### src/rtl/display_sweep_ctrl_if.sv
// Requester <-> display_sweep_ctrl bus.
// Handshake: reqN is a level held until done (or abort); the controller answers with registered gnt/disp_* and a done pulse.
interface display_sweep_ctrl_if #(
  parameter int WIDTH = 8
);
  logic             req0;
  logic             req1;
  logic [WIDTH-1:0] lim0;
  logic [WIDTH-1:0] lim1;
  logic [1:0]       gnt;
  logic [WIDTH-1:0] disp_val;
  logic             disp_valid;
  logic             done;
  logic             busy;

  modport master (
    output req0, req1, lim0, lim1,
    input  gnt, disp_val, disp_valid, done, busy
  );

  modport slave (
    input  req0, req1, lim0, lim1,
    output gnt, disp_val, disp_valid, done, busy
  );
endinterface

### src/rtl/display_sweep_ctrl.sv
// Round-robin arbiter plus value sweeper for the shared display-monitor path.
// Optional feature macro: SWEEP_ABORT_EN (owner dropping its req mid-sweep returns to IDLE without done).
module display_sweep_ctrl #(
  parameter int WIDTH = 8,
  parameter int HOLD  = 4
) (
  input  logic                 clk,
  input  logic                 rst,
  display_sweep_ctrl_if.slave  bus,
  output logic [1:0]           state_dbg
);

  localparam int HC_W = (HOLD > 1) ? $clog2(HOLD) : 1;
  localparam logic [HC_W-1:0] HC_MAX = HC_W'(HOLD - 1);

  typedef enum logic [1:0] {
    IDLE  = 2'd0,
    SWEEP = 2'd1,
    DONE  = 2'd2
  } state_t;

  state_t           state;
  logic             last;
  logic [HC_W-1:0]  hc;
  logic [WIDTH-1:0] lim_q;
  logic             win0;
  logic             win1;

  // last names the previous winner, so on contention the other side goes first.
  assign win0 = bus.req0 && (!bus.req1 || last);
  assign win1 = bus.req1 && !win0;

`ifdef SWEEP_ABORT_EN
  logic owner_req;
  assign owner_req = last ? bus.req1 : bus.req0;
`endif

  always_ff @(posedge clk or posedge rst) begin
    if (rst) begin
      state          <= IDLE;
      last           <= 1'b1;
      hc             <= '0;
      lim_q          <= '0;
      bus.gnt        <= 2'b00;
      bus.disp_val   <= '0;
      bus.disp_valid <= 1'b0;
      bus.done       <= 1'b0;
      bus.busy       <= 1'b0;
    end else begin
      case (state)
        IDLE: begin
          if (win0 || win1) begin
            state          <= SWEEP;
            last           <= win1;
            lim_q          <= win1 ? bus.lim1 : bus.lim0;
            hc             <= '0;
            bus.gnt        <= win1 ? 2'b10 : 2'b01;
            bus.disp_val   <= '0;
            bus.disp_valid <= 1'b1;
            bus.done       <= 1'b0;
            bus.busy       <= 1'b1;
          end
        end

        SWEEP: begin
`ifdef SWEEP_ABORT_EN
          if (!owner_req) begin
            state          <= IDLE;
            hc             <= '0;
            bus.gnt        <= 2'b00;
            bus.disp_val   <= '0;
            bus.disp_valid <= 1'b0;
            bus.busy       <= 1'b0;
          end else
`endif
          if (hc == HC_MAX) begin
            hc <= '0;
            // Compare before incrementing so an all-ones limit never wraps.
            if (bus.disp_val == lim_q) begin
              state          <= DONE;
              bus.gnt        <= 2'b00;
              bus.disp_val   <= '0;
              bus.disp_valid <= 1'b0;
              bus.done       <= 1'b1;
            end else begin
              bus.disp_val <= bus.disp_val + WIDTH'(1);
            end
          end else begin
            hc <= hc + HC_W'(1);
          end
        end

        DONE: begin
          state    <= IDLE;
          bus.done <= 1'b0;
          bus.busy <= 1'b0;
        end

        default: begin
          state          <= IDLE;
          bus.gnt        <= 2'b00;
          bus.disp_val   <= '0;
          bus.disp_valid <= 1'b0;
          bus.done       <= 1'b0;
          bus.busy       <= 1'b0;
        end
      endcase
    end
  end

  assign state_dbg = state;

endmodule

### src/flat_wrapper.sv
// flat-port wrapper written by rule: the top's interface ports become plain ports
module display_sweep_ctrl_flat 
#(
  parameter int WIDTH = 8,
  parameter int HOLD  = 4
)
  (clk, rst, state_dbg, bus_req0, bus_req1, bus_lim0, bus_lim1, bus_gnt, bus_disp_val, bus_disp_valid, bus_done, bus_busy);
  display_sweep_ctrl_if #(.WIDTH(WIDTH)) bus_i ();
  input  logic clk;
  input  logic rst;
  output logic [1:0] state_dbg;
  input wire logic [$bits(bus_i.req0)-1:0] bus_req0;
  input wire logic [$bits(bus_i.req1)-1:0] bus_req1;
  input wire logic [$bits(bus_i.lim0)-1:0] bus_lim0;
  input wire logic [$bits(bus_i.lim1)-1:0] bus_lim1;
  output wire logic [$bits(bus_i.gnt)-1:0] bus_gnt;
  output wire logic [$bits(bus_i.disp_val)-1:0] bus_disp_val;
  output wire logic [$bits(bus_i.disp_valid)-1:0] bus_disp_valid;
  output wire logic [$bits(bus_i.done)-1:0] bus_done;
  output wire logic [$bits(bus_i.busy)-1:0] bus_busy;
  assign bus_i.req0 = bus_req0;
  assign bus_i.req1 = bus_req1;
  assign bus_i.lim0 = bus_lim0;
  assign bus_i.lim1 = bus_lim1;
  assign bus_gnt = bus_i.gnt;
  assign bus_disp_val = bus_i.disp_val;
  assign bus_disp_valid = bus_i.disp_valid;
  assign bus_done = bus_i.done;
  assign bus_busy = bus_i.busy;
  display_sweep_ctrl #(.WIDTH(WIDTH), .HOLD(HOLD)) u_core (.clk(clk), .rst(rst), .bus(bus_i), .state_dbg(state_dbg));
endmodule
### config.mk
export PLATFORM = sky130hd
export DESIGN_NAME = display_sweep_ctrl_flat
export DESIGN_NICKNAME = d
export VERILOG_FILES = /design/src/rtl/display_sweep_ctrl_if.sv /design/src/rtl/display_sweep_ctrl.sv /design/src/flat_wrapper.sv
export SDC_FILE = /design/constraint.sdc
export NUM_CORES = 1
export LEC_CHECK = 0
export CAP_MARGIN = 20
export CORE_ASPECT_RATIO = 1.5
export CORE_MARGIN = 5
export CORE_UTILIZATION = 50
export CTS_BUF_LIST = sky130_fd_sc_hd__clkbuf_8
export CTS_CLUSTER_DIAMETER = 50
export DETAILED_ROUTE_END_ITERATION = 8
export DONT_BUFFER_PORTS = 1
export PLACE_DENSITY = 0.69
export SLEW_MARGIN = 30
export SYNTH_ARGS = -nofsm -noshare
export SYNTH_HDL_FRONTEND = slang
export SYNTH_SLANG_ARGS = --single-unit
### constraint.sdc
create_clock -name clk -period 2.4 [get_ports clk]
set_clock_uncertainty 0.2 [all_clocks]
set_input_delay 0.48 -clock clk [delete_from_list [all_inputs] [get_ports clk]]
set_output_delay 0.48 -clock clk [all_outputs]
set_load 0.1 [all_outputs]
* Yosys cells after proc, flatten, opt, wreduce, memory -nomap -nowiden
Cells that the tools add are included.
Word-level totals: register bits after elaboration 26, ROM bits 0, memory bits (writable) 0, memories 0, word-level logic and storage cells 60, bits of input ports 20, output and inout bits 15, latch bits 0
Cells by class: add/sub/neg operators 2, eq/ne operators 7, mux-type cells 26, reductions and logical operators 14, div/mod/pow operators 0, bitwise gates (word level) 2, magnitude comparators 0, $mul 0, shifts and indexed selects 0
Operators by type and width (count):
- $mux W8 | 4
- $pmux W8 S3 | 1
- $mux W2 | 9
- $add A8 B1 Y8 const B | 1
- $eq A8 B8 Y1 | 1
- $pmux W2 S2 | 2
- $mux W1 | 6
- $ne A2 B1 Y1 const B | 3
- $pmux W2 S3 | 1
- $reduce_and A2 Y1 | 3
- $reduce_and A3 Y1 | 2
- $eq A2 B2 Y1 const B | 2
- $pmux W1 S2 | 2
- $reduce_and A4 Y1 | 1
- $pmux W1 S3 | 1
- $add A2 B1 Y2 const B | 1
- $eq A2 B1 Y1 const B | 1
- $logic_and A1 B1 Y1 | 2
- $logic_not A1 Y1 | 2
- $logic_not A2 Y1 | 1
- $logic_or A1 B1 Y1 | 2
- $not A1 Y1 | 2
- $reduce_bool A2 Y1 | 1

* Logic depth before layout (Yosys ltp)
Gate-level depths: netlist (run 1).
word-level depth 8, depth in mapped cells 6

* Least setup slack after synthesis (run 1)
No wires, ideal clock.
path type flip-flop to flip-flop, start point register u_core.bus.disp_val[3], end point register u_core.bus.disp_val[5], data required time 2.078 ns, setup slack 0.158 ns, data arrival time 1.920 ns, stages on the path, launching flop included 6, path through dfrtp_1 -> xnor2_1 -> nand4_2 -> o21ai_4 -> o21ai_2 -> a22o_1
Between the ends: cells in the longest elaborated chain, start to end 4
Ends and longest elaborated chain:
- start, declared | line display_sweep_ctrl_if.sv:23 | output gnt, disp_val, disp_valid, done, busy
- start signal, assigned | line display_sweep_ctrl.sv:86 | bus.disp_val <= bus.disp_val + WIDTH'(1);
- $add A8 B1 Y8 or $eq A8 B8 Y1 (tied branches) | line display_sweep_ctrl.sv:86, display_sweep_ctrl.sv:79
- $mux W8 * | line display_sweep_ctrl.sv:79 | if (bus.disp_val == lim_q) begin
- $mux W8 * | line display_sweep_ctrl.sv:76 | if (hc == HC_MAX) begin
- $pmux W8 S3 * | line display_sweep_ctrl.sv:50 | case (state)
Mark *: on every way between the ends. The rest lies on a longest branch, timed or not. The select of a mux whose other input is x is not followed. A chain may end at the register's enable or synchronous reset.

* Worst setup path in the final report (run 1)
start point register u_core.bus.gnt[0], end point output port bus_gnt[0]
RTL lines:
- start, declared | line display_sweep_ctrl_if.sv:23
- start signal, assigned | line display_sweep_ctrl.sv:57 | bus.gnt <= win1 ? 2'b10 : 2'b01;
- end, declared | line flat_wrapper.sv:16 | output wire logic [$bits(bus_i.gnt)-1:0] bus_gnt;
No word-level cell between the ends.

==> flow_summary.ini, run 1 <==
[timing]
slew_violations = 0
setup_viol = 0
hold_slack_ns = 0.0683
maxSlewHeadroom_pct = 40.0
rsz0062_at_grt = no
max_freq_ghz = 0.528
post-route-min-period_ns = 1.89
hold_viol = 0
fin_setup_tns_ns = 0
tightest_slew_ns = 0.900
period_share_pct = 78.9

[critical_path]
r2r_slack_ns = 0.57
r2r-end = u_core.bus.disp_val[3]
worstSetupEndpoint = bus_gnt[0]
cp.arrival_ns = 1.21
cp_max_fo = 2
reg2reg_from = u_core.bus.disp_val[3]
worstPathRequired_ns = 1.72
end_kind = primary output
rr_worst_depth = 5
critPathLaunch = u_core.bus.gnt[0]
path_class = reg -> out
start_kind = flip-flop
cp.depth = 0

[clock_tree]
max-clock-path-buffers = 2
cts-root-buf = clkbuf_8
clkTransAtPathRegs_ns = 0.09
cts_tree = built
htreeDepth = 1
cts.sinks = 25
cts_buffers = 3
cts_resized = 0
insertion_delay_ns = 0.27

[synthesis]
ys_warn_count = 0
synth-main-ff-cell = dfrtp_1
synth-async-reset-ratio_pct = 100
synthMuxAreaShare_pct = 6.08
synthSimpleGateAreaFrac_pct = 17.1
yosysUniqueCellTypes = 38
netlist_area_sq_mm = 0.00132
synth_compound_area_share_pct = 19.1
synth_xor_area_share_pct = 5.89
syn_nets = 147
synth_fa_ha_area_share_pct = 1.90
synth_cells = 125
seq_area_frac_synth_pct = 47.6
synth_seq_cells = 25
synth_edf_count = 0
syn_avg_cell_area_sq_um = 10.5
synth_top_family_by_area = compound AO/OA/AOI/OAI gates

[floorplan]
rows = 22
dieHeight_microns = 72.8
die_x_microns = 51.9
dieArea_sq_mm = 0.00378
start_util_pct = 53.1
core_sq_mm = 0.00248
io-pin-count = 35

[grt]
antenna_found_initial = 0
grt_max_degree = 17
grt.total_usage_pct = 16.3
gr-total-overflow = 0
grt_pass1_wl_microns = 4610
grt_pass1_vias = 986

[min_path]
hold_class = in -> reg

[routing]
dr_wl_met2_microns = 1320
vias_per_cell = 5.93
wl_met3_microns = 144
dr.first_iter.drc_count = 24
routed-via-count = 991
wl_met1_microns = 1140
drt-total-wl_microns = 2660
maxUsedRoutingLayer = met4
drcViolationCount = 0
ant_nets = 0
drtPass1Iterations = 4
routedWlPerCell_microns = 15.9

[layout]
nFillCells = 212
seqCellArea_sq_um = 628
fin_nets = 166
drive_gt1_share_pct = 24.5
final_cell_mix = dfrtp_1 (23), nand2_1 (17), buf_4 (17)
final_util_pct = 60.9
syn2layout_area_growth_pct = 14.6
final_common_cell = dfrtp_1
multi_input_area_sq_um = 659
antenna_cells = 0

[placed_design]
portBuffers = 0
hpwl_microns = 2080
place.gp.congestion = 0.839

[run]
drv_cap = 0

[run_status]
run_status = finished clean
==> per-layer routing <==
metal / vias to the layer above / track usage [%]
met4: 0 / 8.16
met5: - / 0
met2: 31 / 25.3
met1: 471 / 21.3
met3: 4 / 3.07
li1: 485 / -
==> final cells by class <==
type,instances,area share (%)
inverters,2,0.498
multi-input cells,94,43.7
flip-flops and latches,25,41.6
repair buffers,18,9.12
clock buffers,3,2.74
well taps,24,1.99
clock inverters,1,0.332
==> logic make-up (layout without fill, tap and decap cells) <==
kind of cell / after synthesis / after routing
AOI/OAI and AO/OA: 36 / 36
xor gates and xnor gates: 8 / 8
adders and majority gates: 2 / 2
buffers and inverters: 6 / 24
DFF: 25 / 25
muxes: 8 / 8
and+or+nand+nor: 40 / 40
==> how the worst min path moves through the flow <==
stage / start / end / slack, ns / cells after the start
finish: bus_req0 / u_core.last / 0.07 / 1
global route: bus_req0 / u_core.last / 0.06 / 1
CTS: bus_req0 / u_core.last / 0.06 / 1
detailed placement: rst / u_core.bus.busy / 0.28 / 1
global placement: rst / u_core.bus.busy / 0.27 / 1
floorplan: u_core.hc[0] / u_core.hc[0] / 0.26 / 1
==> sequential cells by signal (all words and copies together) (netlist names) <==
register	flops
u_core.hc	2
u_core.state_dbg	1
u_core.bus.done	1
u_core.last	1
u_core.bus.disp_val	8
u_core.lim_q	8
u_core.bus.busy	1
u_core.bus.disp_valid	1
u_core.bus.gnt	2
==> stage by stage <==
step	worst slack [ns]	cell area, sq um	instances
6_report	0.507	1510	167
3_5_place_dp	0.584	1450	162
3_3_place_gp	0.585	1450	162
4_1_cts	0.498	1510	167
5_1_grt	0.428	1510	167
2_1_floorplan	0.158	1320	125
==> cell usage after synthesis (3+ instances only) <==
master / count / area [sq um]
dfrtp_1: 24 / 601
nand2_1: 17 / 63.8
o21ai_0: 16 / 80.1
mux2i_1: 8 / 80.1
xnor2_1: 7 / 61.3
a22o_1: 4 / 35.0
buf_2: 3 / 15.0
nand2b_1: 3 / 18.8
nand3_1: 3 / 15.0
o31ai_1: 3 / 22.5
==> what timing repair did <==
item                                   in CTS  in global routing
hold buffers                                1                  0
endpoints found under the hold margin      15                  0
setup buffers                               0                  0
Power of run 1 is left out: the tool's default activity adds up to more than one toggle a clock period on the data nets, which glitch-free logic cannot reach.
==> run 2, diff against run 1 <==
--- a/config.mk
+++ b/config.mk
@@ -13,7 +13,7 @@
 export CTS_CLUSTER_DIAMETER = 50
 export DETAILED_ROUTE_END_ITERATION = 8
 export DONT_BUFFER_PORTS = 1
-export PLACE_DENSITY = 0.69
+export PLACE_DENSITY = 0.72
 export SLEW_MARGIN = 30
 export SYNTH_ARGS = -nofsm -noshare
 export SYNTH_HDL_FRONTEND = slang
==> constraint.sdc (replaced) <==
create_clock -name clk -period 1.7 [get_ports clk]
set_clock_uncertainty 0.2 [all_clocks]
set_input_delay 0.34 -clock clk [delete_from_list [all_inputs] [get_ports clk]]
set_output_delay 0.34 -clock clk [all_outputs]
set_load 0.1 [all_outputs]
==> flow_summary.ini, run 2 (synthesis gave the netlist of run 1 again) <==
[run_status]
run_status = finished, violations left
violations = setup timing

[min_path]
holdPathStages = 2
worstHoldStart = bus_req1
hold_class = in -> reg
hold_path_end = u_core.last

[layout]
multi_input_area_sq_um = 771
syn2layout_area_growth_pct = 36.7
seqCellArea_sq_um = 659
instances_no_fill = 184
fin_nets = 183
final_util_pct = 72.6
drive_gt1_share_pct = 45.6
antenna_cells = 0
top_regs = u_core.bus.disp_val (8), u_core.lim_q (8)
nFillCells = 174
final_common_cell = buf_4
final_cell_mix = buf_4 (25), nand2_1 (16), dfrtp_1 (14)

[timing]
max_freq_ghz = 0.549
slew_violations = 0
tightest_slew_ns = 0.318
hold_viol = 0
maxSlewHeadroom_pct = 78.8
rsz0062_at_grt = yes
period_share_pct = 107
setup_viol = 11
fin_ws_ns = -0.123
post-route-min-period_ns = 1.82

[clock_tree]
max-clock-path-buffers = 2
cts.sinks = 25
cts_tree = built
htreeDepth = 1
cts_buffers = 3
insertion_delay_ns = 0.26
cts-root-buf = clkbuf_8
clkTransAtPathRegs_ns = 0.08

[power]
p_per_area_mw_per_mm2 = 2250
p_leak_nw = 0.803
max-vdd-ir-drop_mv = 1.67
p_total_mw = 4.05

[routing]
drt-total-wl_microns = 3130
routed-via-count = 1086
drtPass1Iterations = 4
ant_nets = 0
routedWlPerCell_microns = 17.0
dr.first_iter.drc_count = 39
drcViolationCount = 0
vias_per_cell = 5.90

[critical_path]
path_class = reg -> reg
worstPathRequired_ns = 1.65
critPathLaunch = u_core.bus.disp_val[1]
r2r_slack_ns = -0.12
r2r-end = u_core.bus.disp_val[7]
start_kind = flip-flop
cp.arrival_ns = 1.77
end_kind = flip-flop
reg2reg_from = u_core.bus.disp_val[1]
cp_max_fo = 5
rr_worst_depth = 6

[placed_design]
place.gp.congestion = 0.834
post-place-cells = 173
hpwl_microns = 2300
portBuffers = 0

[grt]
antenna_found_initial = 0
grt_max_degree = 17
grt_pass1_vias = 1134
gr-total-overflow = 0
grt.total_usage_pct = 18.0
grt_pass1_wl_microns = 5140

[floorplan]
dieArea_sq_mm = 0.00378
die_x_microns = 51.9
io-pin-count = 35
rows = 22
start_util_pct = 53.1
core_sq_mm = 0.00248
dieHeight_microns = 72.8

[run]
drv_cap = 0
==> run 2: repair_timing <==
| action | in CTS | in global routing |
|---|---|---|
| endpoints found under the hold margin | 25 | 0 |
| cloned | 1 | 0 |
| endpoints found under the setup margin | 11 | 20 |
| setup buffers | 3 | 1 |
| gates resized for setup | 7 | 22 |
| hold buffers | 2 | 0 |
| pin swaps | 5 | 6 |
==> run 2: report_power, final <==
part           switching (mW)  internal, mW
sequential              0.245         0.898
combinational            1.67         0.902
clock                   0.178         0.161
total                    2.09          1.96
==> run 2: worst max path at each step <==
stage,end
floorplan,u_core.bus.gnt[0]
global placement,u_core.bus.disp_val[3]
detailed placement,u_core.bus.disp_val[2]
CTS,u_core.bus.disp_val[5]
global route,u_core.bus.disp_val[4]
finish,u_core.bus.disp_val[7]
==> run 2: critical path, stage by stage (launching register included) <==
cell	delay, ns
dfrtp_4	0.51
xnor2_1	0.17
nand4_1	0.12
buf_4	0.18
o21ai_2	0.24
o2bb2a_1	0.21
o31ai_2	0.07
==> run 2: cell type report <==
type	instances	area share, %
Multi-Input combinational cell	95	42.8
Sequential cell	25	36.6
Timing Repair Buffer	34	15.9
Clock buffer	3	2.29
Tap cell	24	1.67
Inverter	2	0.417
Clock inverter	1	0.209
==> run 2: metal layers <==
metal	routed length [microns]	GRT usage [%]
met1	1240	22.6
met2	1690	30.2
met4	40	7.29
met5	0	0
met3	166	2.66
==> run 2: metrics by stage <==
step | hold slack, ns | setup TNS, ns | cell area, sq um | setup WS [ns]
finish | 0.0292 | -0.974 | 1800 | -0.123
global route | 0.0196 | -2.45 | 1800 | -0.242
CTS | 0.0279 | -0.710 | 1690 | -0.0929
detailed placement | -0.106 | -1.79 | 1570 | -0.201
global placement | -0.107 | -0.503 | 1570 | -0.0644
floorplan | 0.167 | -1.53 | 1350 | -0.167
No activity file was read; power rests on OpenSTA's default activity.
